**config.mk**
```make
export PLATFORM = sky130hd
export DESIGN_NAME = touch_spi_xfer
export DESIGN_NICKNAME = d
export VERILOG_FILES = /design/src/rtl/touch_spi_xfer.sv
export SDC_FILE = /design/constraint.sdc
export NUM_CORES = 1
export LEC_CHECK = 0
export ABC_AREA = 1
export ABC_CLOCK_PERIOD_IN_PS = 4750
export CORE_MARGIN = 3
export CORE_UTILIZATION = 25
export CTS_CLUSTER_DIAMETER = 30
export DETAILED_ROUTE_END_ITERATION = 8
export PLACE_DENSITY_LB_ADDON = 0.08
export SLEW_MARGIN = 20
export SYNTH_ARGS = -nofsm -noshare
export SYNTH_HDL_FRONTEND = slang
export SYNTH_SLANG_ARGS = --single-unit
```
**constraint.sdc**
```tcl
create_clock -name CLK -period 4.75 [get_ports CLK]
set_clock_uncertainty 0.2 [all_clocks]
set_input_delay 0.475 -clock CLK [delete_from_list [all_inputs] [get_ports CLK]]
set_output_delay 0.475 -clock CLK [all_outputs]
set_load 0.005 [all_outputs]
```
**src/rtl/touch_spi_xfer.sv**
```systemverilog
// touch_spi_xfer: SPI transfer engine for the touch-panel ADC.
// While ENA_TRANS is high it runs one X conversion, then one Y conversion.
// Each conversion is 24 DCLK periods: an 8-bit command is shifted out MSB
// first and a 12-bit result is shifted in. The results are committed to
// X_POS/Y_POS when the control FSM pulses FIN_TRANS.
module touch_spi_xfer #(
    parameter int unsigned CLK_DIV = 25,
    parameter logic [7:0]  CMD_X   = 8'hD0,
    parameter logic [7:0]  CMD_Y   = 8'h90
) (
    input  logic        CLK,
    input  logic        RST_n,
    input  logic        ENA_TRANS,
    input  logic        FIN_TRANS,
    input  logic        ADC_DOUT,
    output logic        ADC_DCLK,
    output logic        ADC_DIN,
    output logic        X_DONE,
    output logic        Y_DONE,
    output logic [11:0] X_POS,
    output logic [11:0] Y_POS,
    output logic        DATA_VALID
);

    localparam int unsigned      DIV_W  = (CLK_DIV > 1) ? $clog2(CLK_DIV) : 1;
    localparam logic [DIV_W-1:0] DIV_TC = DIV_W'(CLK_DIV - 1);

    typedef enum logic [1:0] {
        IDLE   = 2'd0,
        CONV_X = 2'd1,
        CONV_Y = 2'd2,
        DONE   = 2'd3
    } state_t;

    state_t           state_r, state_s;
    logic [DIV_W-1:0] div_r, div_s;
    logic [4:0]       idx_r, idx_s;
    logic             dclk_r, dclk_s;
    logic             din_r, din_s;
    logic [11:0]      sh_x_r, sh_x_s;
    logic [11:0]      sh_y_r, sh_y_s;
    logic             x_done_r, x_done_s;
    logic             y_done_r, y_done_s;
    logic [11:0]      x_pos_r, x_pos_s;
    logic [11:0]      y_pos_r, y_pos_s;
    logic             dv_r, dv_s;

    logic             tc_s;
    logic [4:0]       idx_inc_s;
    logic [7:0]       cur_cmd_s;
    logic             in_window_s;

    // Command bit for a given frame index: command MSB first, zeros after bit 7.
    function automatic logic cmd_bit(input logic [7:0] cmd, input logic [4:0] idx);
        logic b;
        if (idx < 5'd8) begin
            b = cmd[3'd7 - idx[2:0]];
        end else begin
            b = 1'b0;
        end
        return b;
    endfunction

    assign tc_s        = (div_r == DIV_TC);
    assign idx_inc_s   = idx_r + 5'd1;
    assign cur_cmd_s   = (state_r == CONV_Y) ? CMD_Y : CMD_X;
    assign in_window_s = (idx_r >= 5'd9) && (idx_r <= 5'd20);

    // Next-state and datapath update; DATA_VALID defaults low so it pulses.
    always_comb begin
        state_s  = state_r;
        div_s    = div_r;
        idx_s    = idx_r;
        dclk_s   = dclk_r;
        din_s    = din_r;
        sh_x_s   = sh_x_r;
        sh_y_s   = sh_y_r;
        x_done_s = x_done_r;
        y_done_s = y_done_r;
        x_pos_s  = x_pos_r;
        y_pos_s  = y_pos_r;
        dv_s     = 1'b0;
        case (state_r)
            IDLE: begin
                div_s  = '0;
                idx_s  = 5'd0;
                dclk_s = 1'b0;
                if (ENA_TRANS) begin
                    state_s = CONV_X;
                    din_s   = CMD_X[7];
                end else begin
                    din_s   = 1'b0;
                end
            end
            CONV_X, CONV_Y: begin
                if (!ENA_TRANS) begin
                    // Abort: drop the serial bus and forget any partial progress.
                    state_s  = IDLE;
                    div_s    = '0;
                    idx_s    = 5'd0;
                    dclk_s   = 1'b0;
                    din_s    = 1'b0;
                    x_done_s = 1'b0;
                    y_done_s = 1'b0;
                end else if (tc_s) begin
                    div_s = '0;
                    if (!dclk_r) begin
                        // DCLK rising: capture result bits D11..D0 at indices 9..20.
                        dclk_s = 1'b1;
                        if (in_window_s && (state_r == CONV_X)) begin
                            sh_x_s = {sh_x_r[10:0], ADC_DOUT};
                        end else if (in_window_s) begin
                            sh_y_s = {sh_y_r[10:0], ADC_DOUT};
                        end else begin
                            sh_x_s = sh_x_r;
                        end
                    end else begin
                        // DCLK falling: advance the frame, ADC_DIN changes only here.
                        dclk_s = 1'b0;
                        if (idx_r == 5'd23) begin
                            idx_s = 5'd0;
                            if (state_r == CONV_X) begin
                                state_s  = CONV_Y;
                                x_done_s = 1'b1;
                                din_s    = CMD_Y[7];
                            end else begin
                                state_s  = DONE;
                                y_done_s = 1'b1;
                                din_s    = 1'b0;
                            end
                        end else begin
                            idx_s = idx_inc_s;
                            din_s = cmd_bit(cur_cmd_s, idx_inc_s);
                        end
                    end
                end else begin
                    div_s = div_r + DIV_W'(1);
                end
            end
            DONE: begin
                dclk_s = 1'b0;
                din_s  = 1'b0;
                if (FIN_TRANS) begin
                    // Commit wins even if ENA_TRANS drops in the same cycle.
                    state_s  = IDLE;
                    x_pos_s  = sh_x_r;
                    y_pos_s  = sh_y_r;
                    dv_s     = 1'b1;
                    x_done_s = 1'b0;
                    y_done_s = 1'b0;
                end else if (!ENA_TRANS) begin
                    state_s  = IDLE;
                    x_done_s = 1'b0;
                    y_done_s = 1'b0;
                end else begin
                    x_done_s = 1'b1;
                    y_done_s = 1'b1;
                end
            end
            default: begin
                state_s  = IDLE;
                div_s    = '0;
                idx_s    = 5'd0;
                dclk_s   = 1'b0;
                din_s    = 1'b0;
                x_done_s = 1'b0;
                y_done_s = 1'b0;
            end
        endcase
    end

    // State and datapath registers with asynchronous active-low reset.
    always_ff @(posedge CLK or negedge RST_n) begin
        if (!RST_n) begin
            state_r  <= IDLE;
            div_r    <= '0;
            idx_r    <= 5'd0;
            dclk_r   <= 1'b0;
            din_r    <= 1'b0;
            sh_x_r   <= 12'd0;
            sh_y_r   <= 12'd0;
            x_done_r <= 1'b0;
            y_done_r <= 1'b0;
            x_pos_r  <= 12'd0;
            y_pos_r  <= 12'd0;
            dv_r     <= 1'b0;
        end else begin
            state_r  <= state_s;
            div_r    <= div_s;
            idx_r    <= idx_s;
            dclk_r   <= dclk_s;
            din_r    <= din_s;
            sh_x_r   <= sh_x_s;
            sh_y_r   <= sh_y_s;
            x_done_r <= x_done_s;
            y_done_r <= y_done_s;
            x_pos_r  <= x_pos_s;
            y_pos_r  <= y_pos_s;
            dv_r     <= dv_s;
        end
    end

    assign ADC_DCLK   = dclk_r;
    assign ADC_DIN    = din_r;
    assign X_DONE     = x_done_r;
    assign Y_DONE     = y_done_r;
    assign X_POS      = x_pos_r;
    assign Y_POS      = y_pos_r;
    assign DATA_VALID = dv_r;

endmodule

```
; ---- Word-level counts from Yosys, hierarchy flattened
; Cells that the tools add are included.
[word_totals]
reg_bits = 65
out_inout_bits = 29
elab_cells = 95
inputBits = 5
[op_classes]
n_lt_le_gt_ge = 4
bitwise = 2
eq_ne = 12
n_reduce_logical = 15
add_sub_neg = 3
muxes = 47
[op_table]
columns = cell, n
row1 = $mux 5, 6
row2 = $mux 1, 25
row3 = $pmux 5 s2, 2
row4 = $reduce_and 5->1, 4
row5 = $ne 3x3->1 const B, 6
row6 = $mux 2, 7
row7 = $add 5x1->5 const B, 2
row8 = $eq 5x5->1 const B, 2
row9 = $mux 7, 1
row10 = $pmux 1 s2, 3
row11 = $pmux 2 s3, 1
row12 = $reduce_and 6->1, 1
row13 = $ge 5x4->1 const B, 1
row14 = $le 5x5->1 const B, 1
row15 = $lt 5x4->1 const B, 1
row16 = $eq 2x2->1 const B, 2
row17 = $lt 3x4->1 const B, 1
row18 = $reduce_and 2->1, 2
row19 = $reduce_bool 2->1, 2
row20 = $reduce_or 2->1, 2
row21 = $bmux 1 s3, 1
row22 = $pmux 1 s3, 1
row23 = $reduce_and 3->1, 1
row24 = $sub 3x3->3 const A, 1
row25 = 5 further kinds, 7

; ---- Longest topological paths before layout
[logic_depth]
word_depth = 10
mapped_depth = 10
mapped_depth_nobuf = 10

; ---- Worst setup path after synthesis
; Ideal clock, no wire load.
[synth_timing]
kind = register -> register
startpoint = register state_r[0]
endpoint = register sh_y_r[10]
t_arrival_ns = 1.551
slack_ns = 2.882
period_less_slack_ns = 1.868
setup_ns = 0.117
stages_incl_launch_ff = 11
path_buffers = 1
t_required_ns = 4.433
path_cell_list = dfrtp_1 inv_1 ha_1 nand2_2 o21bai_4 nand2_4 nor2_2 nand2_2 buf_6 nand2_2 o21ai_2
[synth_via]
elab_chain_cells = 4
word_cells_on_any_way = 6
cone_classes = eq/ne: 2 / bitwise: 1 / reduce/logical: 3
[synth_rtl]
columns = element, line_no
row1 = start: declaration, 35  ; state_t state_r, state_s;
row2 = start signal: assignment, 188  ; state_r <= state_s;
row3 = $eq 2x1->1, "83, 110"
row4 = $logic_and 1x1->1, 110  ; if (in_window_s && (state_r == CONV_X)) begin
row5 = $not 1->1 (no source line), -
row6 = $reduce_and 6->1 (no source line) (*), -
row7 = end signal: assignment, 194  ; sh_y_r <= sh_y_s;
row8 = end: declaration, 41  ; logic [11:0] sh_y_r, sh_y_s;
; Mark *: on every way between the ends. The rest lies on a longest branch, timed or not.
; A chain may end at the register's enable or synchronous reset.

; ---- Worst setup path after layout
[layout_timing]
startpoint = register state_r[0]
endpoint = register sh_y_r[11]
; The elaborated chain is that of the path after synthesis.

==> flow_metrics.py <==
metrics = {
    "synthesis": {
        "netlist.area_leader.share": 0.542,
        "ys_types": 25,
        "synth.avg_cell_area_um2": 9.47,
        "ys_warn_count": 0,
        "ys_ff_latch": 65,
        "yosys.area.top_type": "dfrtp_1",
        "async_reset_ff_frac": 1.00,
        "syn_inst": 317,
        "synth_ff_type": "dfrtp_1",
        "ys_seq_area_frac": 0.542,
        "synth_area_leaders": "dfrtp_1 54%, nand2_1 8.1%, o21ai_2 7.3%",
        "synthesis.nets": 333,
        "syn_area_um2": 3000,
        "synth-edff-count": 0,
    },
    "cts": {
        "ctsResizeCount": 0,
        "postCtsSetupBuffers": 0,
        "cts_tree": "yes",
        "htree_levels": 3,
        "root_buffer": "clkbuf_16",
        "cts_buffers": 9,
        "cts_hold_buf": 0,
        "path_clk_slew_ns": 0.05,
        "cts_sinks": 65,
        "insertion_delay_ns": 0.33,
        "cts_buffer_depth": 2,
    },
    "detailed_routing": {
        "viasPerCell": 4.20,
        "drtIter0Drc": 99,
        "drt_first_pass_iters": 4,
        "ant_nets": 0,
        "vias": 2108,
        "wirelength_um": 6230,
        "drc": 0,
        "post_drt_wl_per_cell_um": 12.4,
    },
    "placement": {
        "io_buffers": 33,
        "placed_cell_area_um2": 3460,
        "place_congestion": 0.779,
        "dp_hpwl_um": 4280,
        "place_inst": 486,
    },
    "floorplan": {
        "dieArea_um2": 13400,
        "fp.dieW_um": 116,
        "core_area_um2": 11600,
        "initial_core_util": 0.260,
        "die_h_um": 116,
        "pin_count": 34,
        "rows": 39,
    },
    "setup_path": {
        "cp-start-kind": "flop",
        "path_class": "reg2reg",
        "crit_fanout": 24,
        "arrival_ns": 2.35,
        "cp_data_required_time_ns": 4.75,
        "regToRegSetupSlack_ns": 2.40,
        "critPathCaptureType": "flop",
    },
    "power_and_ir_drop": {
        "p_per_area_nw_per_um2": 462,
        "p_switching_uw": 501,
        "p_int_uw": 1260,
        "clockPowerShare": 0.436,
        "sw_frac_of_total": 0.285,
        "ir_drop_mv": 0.208,
        "power_frac_comb": 0.206,
        "p_leak_uw": 0.00167,
        "power_uw": 1760,
        "p_seq_frac": 0.358,
    },
    "grt": {
        "gr-max-usage-layer": "met2",
        "groute.usage.overall": 0.107,
        "antenna_found_initial": 0,
        "use_met1": 0.134,
        "grt_pass1_vias": 2202,
        "grt_max_degree": 40,
        "grt_use_met3": 0.0460,
        "grt_overflow": 0,
        "grt_pass1_wl_um": 10900,
        "grt_use_met2": 0.162,
    },
    "layout": {
        "final_nets": 370,
        "fill_cells": 1202,
        "fin_area_um2": 3800,
        "area_growth_pct": 26.7,
        "drive_gt1_frac": 0.206,
        "finalNonFillerCells": 502,
        "num_antenna_cells": 0,
    },
    "sta": {
        "relSlewSlack": 0.515,
        "tightest_slew_ns": 0.727,
        "rsz0062_at_grt": "no",
        "fmax_mhz": 426,
        "fin_crit_sh": 0.494,
        "final_hold_viol_count": 0,
        "fin_tns_setup_ns": 0,
        "timing.final.crit_period_ns": 2.35,
        "setup_viol": 0,
        "drv_slew": 0,
    },
    "job": {
        "cap_violations": 0,
    },
    "hold_path": {
        "hold_path_class": "in2async",
    },
    "outcome": {
        "status": "finished clean",
    },
}
==> cells in the final DEF (no fill, tap or decap), drive strengths merged <==
master | synthesis | layout
a21oi | 6 | 6
a31oi | 1 | 1
buf | 4 | 3
bufinv | 0 | 3
clkbuf | 5 | 12
clkdlybuf4s50 | 0 | 32
dfrtp | 65 | 65
ha | 11 | 11
inv | 43 | 44
nand2 | 86 | 86
nand3 | 11 | 11
nand4 | 2 | 2
nor2 | 17 | 17
nor3 | 2 | 2
o21ai | 59 | 59
o21bai | 1 | 1
o22ai | 2 | 2
or2 | 1 | 1
xor2 | 1 | 1
==> sequential cells by signal, summed over array words and instances (netlist names) <==
register    flops
X_POS          12
Y_POS          12
sh_x_r         12
sh_y_r         12
div_r           5
idx_r           5
state_r         2
ADC_DCLK        1
ADC_DIN         1
DATA_VALID      1
X_DONE          1
Y_DONE          1
==> power by group through the flow <==
stage	sequential (uW)	clock (uW)	combinational [uW]
after floorplan	631	0	250
after global placement	640	0	375
after detailed placement	640	0	367
after CTS	630	800	370
after global routing	638	826	419
final	628	767	362
==> cells in the mapped netlist, types with 2 or more instances <==
cell / instances
o21ai_0: 26
nor2_2: 3
nand2_2: 20
buf_6: 4
o21ai_2: 25
nor3_1: 2
o22ai_1: 2
nand2_1: 65
inv_2: 4
clkbuf_1: 5
inv_1: 39
a21oi_1: 6
dfrtp_1: 65
nand3_1: 10
o21ai_1: 8
nand4_1: 2
ha_1: 11
nor2_1: 13
==> through the flow <==
step | hold WS (ns) | utilization | setup WS [ns]
after floorplan | -0.0206 | - | 2.88
after global placement | 0.265 | 0.299 | 2.25
after detailed placement | 0.265 | 0.299 | 2.20
after CTS | 0.0335 | 0.329 | 2.38
after global routing | 0.0664 | 0.329 | 2.20
final | 0.0000295 | 0.329 | 2.40
==> cell type report <==
class / instances / area, um^2 / share of cell area
flip-flops and latches: 65 / 1630 / 0.428
multi-input cells: 200 / 1150 / 0.303
repair buffers: 35 / 340 / 0.0895
clock buffers: 12 / 246 / 0.0648
well taps: 143 / 179 / 0.0470
inverters: 43 / 161 / 0.0424
clock inverters: 4 / 98.8 / 0.0260
==> logic make-up after synthesis <==
family / after synthesis / share of synthesized area
AO/OA/AOI/OAI: 69 / 0.152
AND/OR/NAND/NOR: 119 / 0.183
buffers and inverters: 52 / 0.0750
flip-flops: 65 / 0.542
adder cells (fa/ha/maj): 11 / 0.0458
XOR/XNOR: 1 / 0.00292
==> critical path, cell delays in order, from the launching register on <==
cell and delay, ns:
dfrtp_1 0.43, inv_1 0.12, ha_1 0.34, nand2_2 0.13, o21bai_4 0.17, nand2_4 0.08
nor2_2 0.10, nand2_2 0.36, nand2_1 0.19, o21ai_2 0.06
==> per-layer routing <==
layer | up-vias | wire length (um)
li1 | 1090 | -
met1 | 980 | 2970
met2 | 30 | 2850
met3 | 8 | 285
met4 | 0 | 118
met5 | - | 0
==> path summary, 6_finish.rpt <==
check / from / end / cells after the start
max: state_r[0] / sh_y_r[11] / 9
min: RST_n / div_r[3] / 1
max reg2reg: state_r[0] / sh_y_r[11] / 9
min reg2reg: Y_POS[11] / Y_POS[11] / 2
max in group asynchronous: RST_n / Y_POS[8] / 2
min in group CLK: Y_POS[11] / Y_POS[11] / 2
Note: power is estimated with default switching activity, not from simulation.
